--- src/rtl/control_filtro_pkg.sv ---
// rtl/control_filtro_pkg.sv - state encodings and tap maps for the biquad sequencer
package control_filtro_pkg;

    typedef enum logic [2:0] {
        ST_IDLE   = 3'd0,
        ST_CLR    = 3'd1,
        ST_ISSUE  = 3'd2,
        ST_DRAIN  = 3'd3,
        ST_UPDATE = 3'd4
    } estado_t;

    localparam logic [3:0] CTE_B0 = 4'd5;
    localparam logic [3:0] CTE_B1 = 4'd6;
    localparam logic [3:0] CTE_B2 = 4'd7;
    localparam logic [3:0] CTE_A1 = 4'd1;
    localparam logic [3:0] CTE_A2 = 4'd2;

    localparam logic [2:0] DATO_X0 = 3'd0;
    localparam logic [2:0] DATO_X1 = 3'd1;
    localparam logic [2:0] DATO_X2 = 3'd2;
    localparam logic [2:0] DATO_Y1 = 3'd3;
    localparam logic [2:0] DATO_Y2 = 3'd4;

    function automatic logic [3:0] cte_de_tap(input logic [2:0] tap);
        case (tap)
            3'd0:    return CTE_B0;
            3'd1:    return CTE_B1;
            3'd2:    return CTE_B2;
            3'd3:    return CTE_A1;
            3'd4:    return CTE_A2;
            default: return 4'd0;
        endcase
    endfunction

    function automatic logic [2:0] dato_de_tap(input logic [2:0] tap);
        case (tap)
            3'd0:    return DATO_X0;
            3'd1:    return DATO_X1;
            3'd2:    return DATO_X2;
            3'd3:    return DATO_Y1;
            3'd4:    return DATO_Y2;
            default: return 3'd0;
        endcase
    endfunction

endpackage

--- src/rtl/control_filtro_retardo_en.sv ---
// rtl/control_filtro_retardo_en.sv - MUL_LAT-deep delay of the issuing flag
module retardo_en #(
    parameter int MUL_LAT = 1
) (
    input  logic clk,
    input  logic reset,
    input  logic d,
    output logic q
);

    logic [MUL_LAT-1:0] sr;

    always_ff @(posedge clk or negedge reset) begin
        if (!reset) begin
            sr <= '0;
        end else begin
            sr[0] <= d;
            for (int i = 1; i < MUL_LAT; i++) begin
                sr[i] <= sr[i-1];
            end
        end
    end

    assign q = sr[MUL_LAT-1];

endmodule

--- src/rtl/control_filtro.sv ---
// rtl/control_filtro.sv - tap sequencer for the shared-multiplier biquad datapath
module control_filtro
    import control_filtro_pkg::*;
#(
    parameter int MUL_LAT = 1,
    parameter int N_TAPS  = 5
) (
    input  logic       clk,
    input  logic       reset,
    input  logic       tick,
    input  logic       en,
    input  logic       clr_ovr,
    output logic [3:0] sel_cte,
    output logic [2:0] sel_dato,
    output logic       acc_clr,
    output logic       acc_en,
    output logic       shift_en,
    output logic       done,
    output logic       busy,
    output logic       overrun
);

    localparam int TAP_W = $clog2(N_TAPS);

    estado_t          estado, estado_nxt;
    logic [TAP_W-1:0] tap, tap_nxt;
    logic [2:0]       cnt, cnt_nxt;
    logic             ovr;
    logic             emitiendo;
    logic             selects_activos;

    always_ff @(posedge clk or negedge reset) begin
        if (!reset) begin
            estado <= ST_IDLE;
            tap    <= '0;
            cnt    <= '0;
            ovr    <= 1'b0;
        end else begin
            estado <= estado_nxt;
            tap    <= tap_nxt;
            cnt    <= cnt_nxt;
            // a dropped tick outranks a simultaneous clear
            if (tick && en && (estado != ST_IDLE)) begin
                ovr <= 1'b1;
            end else if (clr_ovr) begin
                ovr <= 1'b0;
            end
        end
    end

    always_comb begin
        estado_nxt = estado;
        tap_nxt    = tap;
        cnt_nxt    = cnt;
        case (estado)
            ST_IDLE: begin
                if (tick && en) begin
                    estado_nxt = ST_CLR;
                end
            end
            ST_CLR: begin
                tap_nxt    = '0;
                estado_nxt = ST_ISSUE;
            end
            ST_ISSUE: begin
                if (tap == TAP_W'(N_TAPS - 1)) begin
                    cnt_nxt    = '0;
                    estado_nxt = ST_DRAIN;
                end else begin
                    tap_nxt = tap + 1'b1;
                end
            end
            ST_DRAIN: begin
                if (cnt == 3'(MUL_LAT - 1)) begin
                    estado_nxt = ST_UPDATE;
                end else begin
                    cnt_nxt = cnt + 3'd1;
                end
            end
            ST_UPDATE: begin
                estado_nxt = ST_IDLE;
            end
            default: begin
                estado_nxt = ST_IDLE;
            end
        endcase
    end

    // outputs decode registered state only, so nothing from an input reaches them combinationally
    assign emitiendo       = (estado == ST_ISSUE);
    assign selects_activos = (estado == ST_ISSUE) || (estado == ST_DRAIN);
    assign sel_cte         = selects_activos ? cte_de_tap(3'(tap)) : 4'd0;
    assign sel_dato        = selects_activos ? dato_de_tap(3'(tap)) : 3'd0;
    assign acc_clr         = (estado == ST_CLR);
    assign shift_en        = (estado == ST_UPDATE);
    assign done            = (estado == ST_UPDATE);
    assign busy            = (estado != ST_IDLE);
    assign overrun         = ovr;

    retardo_en #(
        .MUL_LAT(MUL_LAT)
    ) u_retardo_en (
        .clk  (clk),
        .reset(reset),
        .d    (emitiendo),
        .q    (acc_en)
    );

endmodule

--- config.mk ---
export PLATFORM = sky130hd
export DESIGN_NAME = control_filtro
export DESIGN_NICKNAME = d
export VERILOG_FILES = /design/src/rtl/control_filtro_pkg.sv /design/src/rtl/control_filtro_retardo_en.sv /design/src/rtl/control_filtro.sv
export SDC_FILE = /design/constraint.sdc
export NUM_CORES = 1
export LEC_CHECK = 0
export CAP_MARGIN = 30
export CORE_MARGIN = 5
export CORE_UTILIZATION = 30
export CTS_BUF_LIST = sky130_fd_sc_hd__clkbuf_2 sky130_fd_sc_hd__clkbuf_4 sky130_fd_sc_hd__clkbuf_8
export DETAILED_ROUTE_END_ITERATION = 7
export GPL_ROUTABILITY_DRIVEN = 0
export PLACE_DENSITY = 0.63
export SYNTH_ARGS = -nofsm -noshare
export SYNTH_HDL_FRONTEND = slang
export SYNTH_SLANG_ARGS = --single-unit
--- constraint.sdc ---
create_clock -name clk -period 1.3 [get_ports clk]
set_input_delay 0.26 -clock clk [delete_from_list [all_inputs] [get_ports clk]]
set_output_delay 0.26 -clock clk [all_outputs]
set_load 0.02 [all_outputs]
==> flow_metrics.env <==
export IMPL_status="complete, but fails checks"
export IMPL_violations="setup timing"
export IMPL_max_freq_ghz=0.583
export IMPL_rr_worst_depth=7
export IMPL_yosys_top_cells_area="dfrtp_1 (37%), ha_1 (12%), o21ai_0 (4.7%)"
export IMPL_routed_wl_um=2360
export IMPL_antenna_left=0
export IMPL_clk_latency_ns=0.27
export IMPL_final_min_clock_period_ns=1.72
export IMPL_die_h_um=59.8
export IMPL_startpoint="tap[0]"
export IMPL_timing_rr_start="tap[0]"
export IMPL_netlist_instances=85
export IMPL_initial_core_util_pct=30.6
export IMPL_gr_total_overflow=0
export IMPL_viasPerCell=4.93
export IMPL_grt_total_usage_pct=14.6
export IMPL_coreArea_sq_um=2430
export IMPL_num_vias=798
export IMPL_drv_cap=0
export IMPL_htreeDepth=1
export IMPL_hold_class="in -> async"
export IMPL_vdd_drop_max_mv=1.41
export IMPL_clkSinkCount=11
export IMPL_final_nets=145
export IMPL_dpl_cell_count=146
export IMPL_syn2layout_area_growth_pct=87.9
export IMPL_numCtsBuffers=3
export IMPL_final_area_sq_um=1400
export IMPL_die_x_um=59.8
export IMPL_power_density_nw_per_um2=2540
export IMPL_cts_clk_slew_worst_paths_ns=0.08
export IMPL_slowest_stage="dfrtp_2"
export IMPL_clockBufferDepth=2
export IMPL_clock_root_buffer="clkbuf_4"
export IMPL_hold_viol=0
export IMPL_synth_cell_types=29
export IMPL_crit_path_end_kind="output pin"
export IMPL_fin_setup_tns_ns=-4.49
export IMPL_drt_iter0_markers=23
export IMPL_grt_pass1_wl_um=3890
export IMPL_slew_viol_final=0
export IMPL_die_area_sq_um=3580
export IMPL_cp_required_ns=1.04
export IMPL_portBuffers=16
export IMPL_ys_seq_area_share_pct=37.0
export IMPL_synth_top_area_share_pct=37.0
export IMPL_grt_pass1_vias=864
export IMPL_cts_tree="done"
export IMPL_pin_count=18
export IMPL_leakage_nw=0.605
export IMPL_path_max_fanout=4
export IMPL_synth_seq_cells=11
export IMPL_ys_warnings_count=0
export IMPL_drive_gt1_share_pct=62.9
export IMPL_rsz0062_at_grt="yes"
export IMPL_fin_skew_ns=0.00325
export IMPL_start_kind="flop"
export IMPL_placed_cell_area_sq_um=1130
export IMPL_finalSetupViolations=17
export IMPL_post_route_util_pct=57.5
export IMPL_reg2reg_slack_ns=-0.34
export IMPL_diodes=0
export IMPL_grt_max_degree=12
export IMPL_cp_data_arrival_time_ns=1.46
export IMPL_period_share_pct=132
export IMPL_synth_largest_area_cell="dfrtp_1"
export IMPL_synth_fp_nets=97
export IMPL_num_rows=18
export IMPL_regToRegEndpoint="tap[1]"
export IMPL_slowest_delay_ns=0.48
export IMPL_hpwl_um=1620
export IMPL_dr_pass1_iters=4
export IMPL_synth_area_sq_um=744
export IMPL_crit_chain="ha_4 > ha_4 > o21a_2 > buf_6"
export IMPL_drc=0
export IMPL_final_cells=162
export IMPL_avgSynthCellArea_sq_um=8.76
export IMPL_crit_type="reg -> out"
export IMPL_cp_common_cell="ha_4"
export IMPL_worst_slack_ns=-0.416
export IMPL_wire_per_inst_um=14.5
export IMPL_antenna_found_initial=0
-- registers in the layout, summed over array words and instances, names as in the netlist --
name and cells:
cnt 3, estado 3, tap 3, overrun 1
u_retardo_en.q 1
-- kinds of logic after synthesis --
| kind of cell | share of synthesized area (%) |
|---|---|
| compound gates | 21.2 |
| fa+ha+maj | 11.8 |
| buf+inv | 8.40 |
| flops | 37.0 |
| other cells | 0.504 |
| simple gates | 21.2 |
-- placed cells by master (no fill, tap or decap), drive strengths merged --
master / count
a31o: 1
dfrtp: 11
a32o: 1
and2: 1
nor3b: 1
nand3b: 1
a21oi: 5
a21o: 1
dlygate4sd2: 2
a211oi: 2
ha: 7
o21ai: 7
clkdlybuf4s50: 4
clkinvlp: 1
conb: 1
inv: 6
nand3: 4
o22a: 1
o21a: 2
or3: 1
o211ai: 2
and2b: 1
nand2b: 2
nor3: 2
clkbuf: 4
o221ai: 2
nand2: 8
nor2: 8
buf: 42
or4: 1
-- how the worst max path moves through the flow --
| stage | endpoint | slack [ns] |
|---|---|---|
| after floorplan | sel_cte[1] | -0.01 |
| after global placement | sel_cte[1] | -0.56 |
| after global routing | sel_cte[0] | -0.47 |
| after detailed placement | sel_cte[1] | -0.61 |
| final | sel_cte[0] | -0.42 |
| after CTS | sel_cte[0] | -0.41 |
-- cell type report --
type | instances | area, sq um
well taps | 30 | 37.5
fillers | 223 | 1030
clock buffers | 4 | 30.0
flip-flops and latches | 11 | 283
repair buffers | 48 | 430
multi-input cells | 62 | 586
inverters | 7 | 32.5
-- per-stage QoR --
stage | worst slack (ns) | hold WS [ns] | power (mW)
floorplan | -0.0116 | -0.0356 | 1.74
global placement | -0.556 | 0.479 | 2.49
detailed placement | -0.607 | 0.488 | 2.54
CTS | -0.407 | 0.285 | 3.38
global route | -0.473 | 0.294 | 3.79
finish | -0.416 | 0.283 | 3.55
-- synth_stat cells --
library cell / instances
buf_2: 2
o221ai_1: 2
a21oi_1: 5
or4_1: 1
conb_1: 1
a32o_1: 1
o22a_1: 1
a31o_2: 1
dfrtp_1: 11
buf_6: 1
nor3_1: 2
a21o_1: 1
a211oi_1: 2
and2b_1: 1
nand3_1: 4
ha_1: 7
or3_4: 1
o21a_1: 2
nand3b_1: 1
o211ai_1: 2
and2_1: 1
nand2b_1: 1
inv_1: 7
o21ai_0: 7
nand2b_4: 1
nor2_1: 8
nor3b_1: 1
nand2_1: 8
buf_4: 2
-- routing by layer --
layer,routed length (um),GRT usage [%],vias up
li1,-,-,394
met1,944,16.2,387
met2,1320,27.6,13
met3,65,2.81,4
met4,25,4.43,0
met5,0,0,-
-- timing repair --
item / CTS / global route
hold buffers: 0 / 0
buffers inserted: 11 / 1
gates resized for setup: 85 / 12
endpoints found under the setup margin: 20 / 20
pin swaps: 9 / 10
-- critical path, delay by kind of cell (launching register included) --
| kind | cells | cell delay (ns) |
|---|---|---|
| buf+inv | 1 | 0.13 |
| flops | 1 | 0.48 |
| compound gates | 1 | 0.22 |
| fa+ha+maj | 2 | 0.36 |
-- power breakdown --
part / internal [mW] / switching, mW
clock: 0.140 / 0.121
sequential: 0.464 / 0.140
combinational: 1.41 / 1.27
total: 2.02 / 1.53
(Power assumes the default switching activity.)
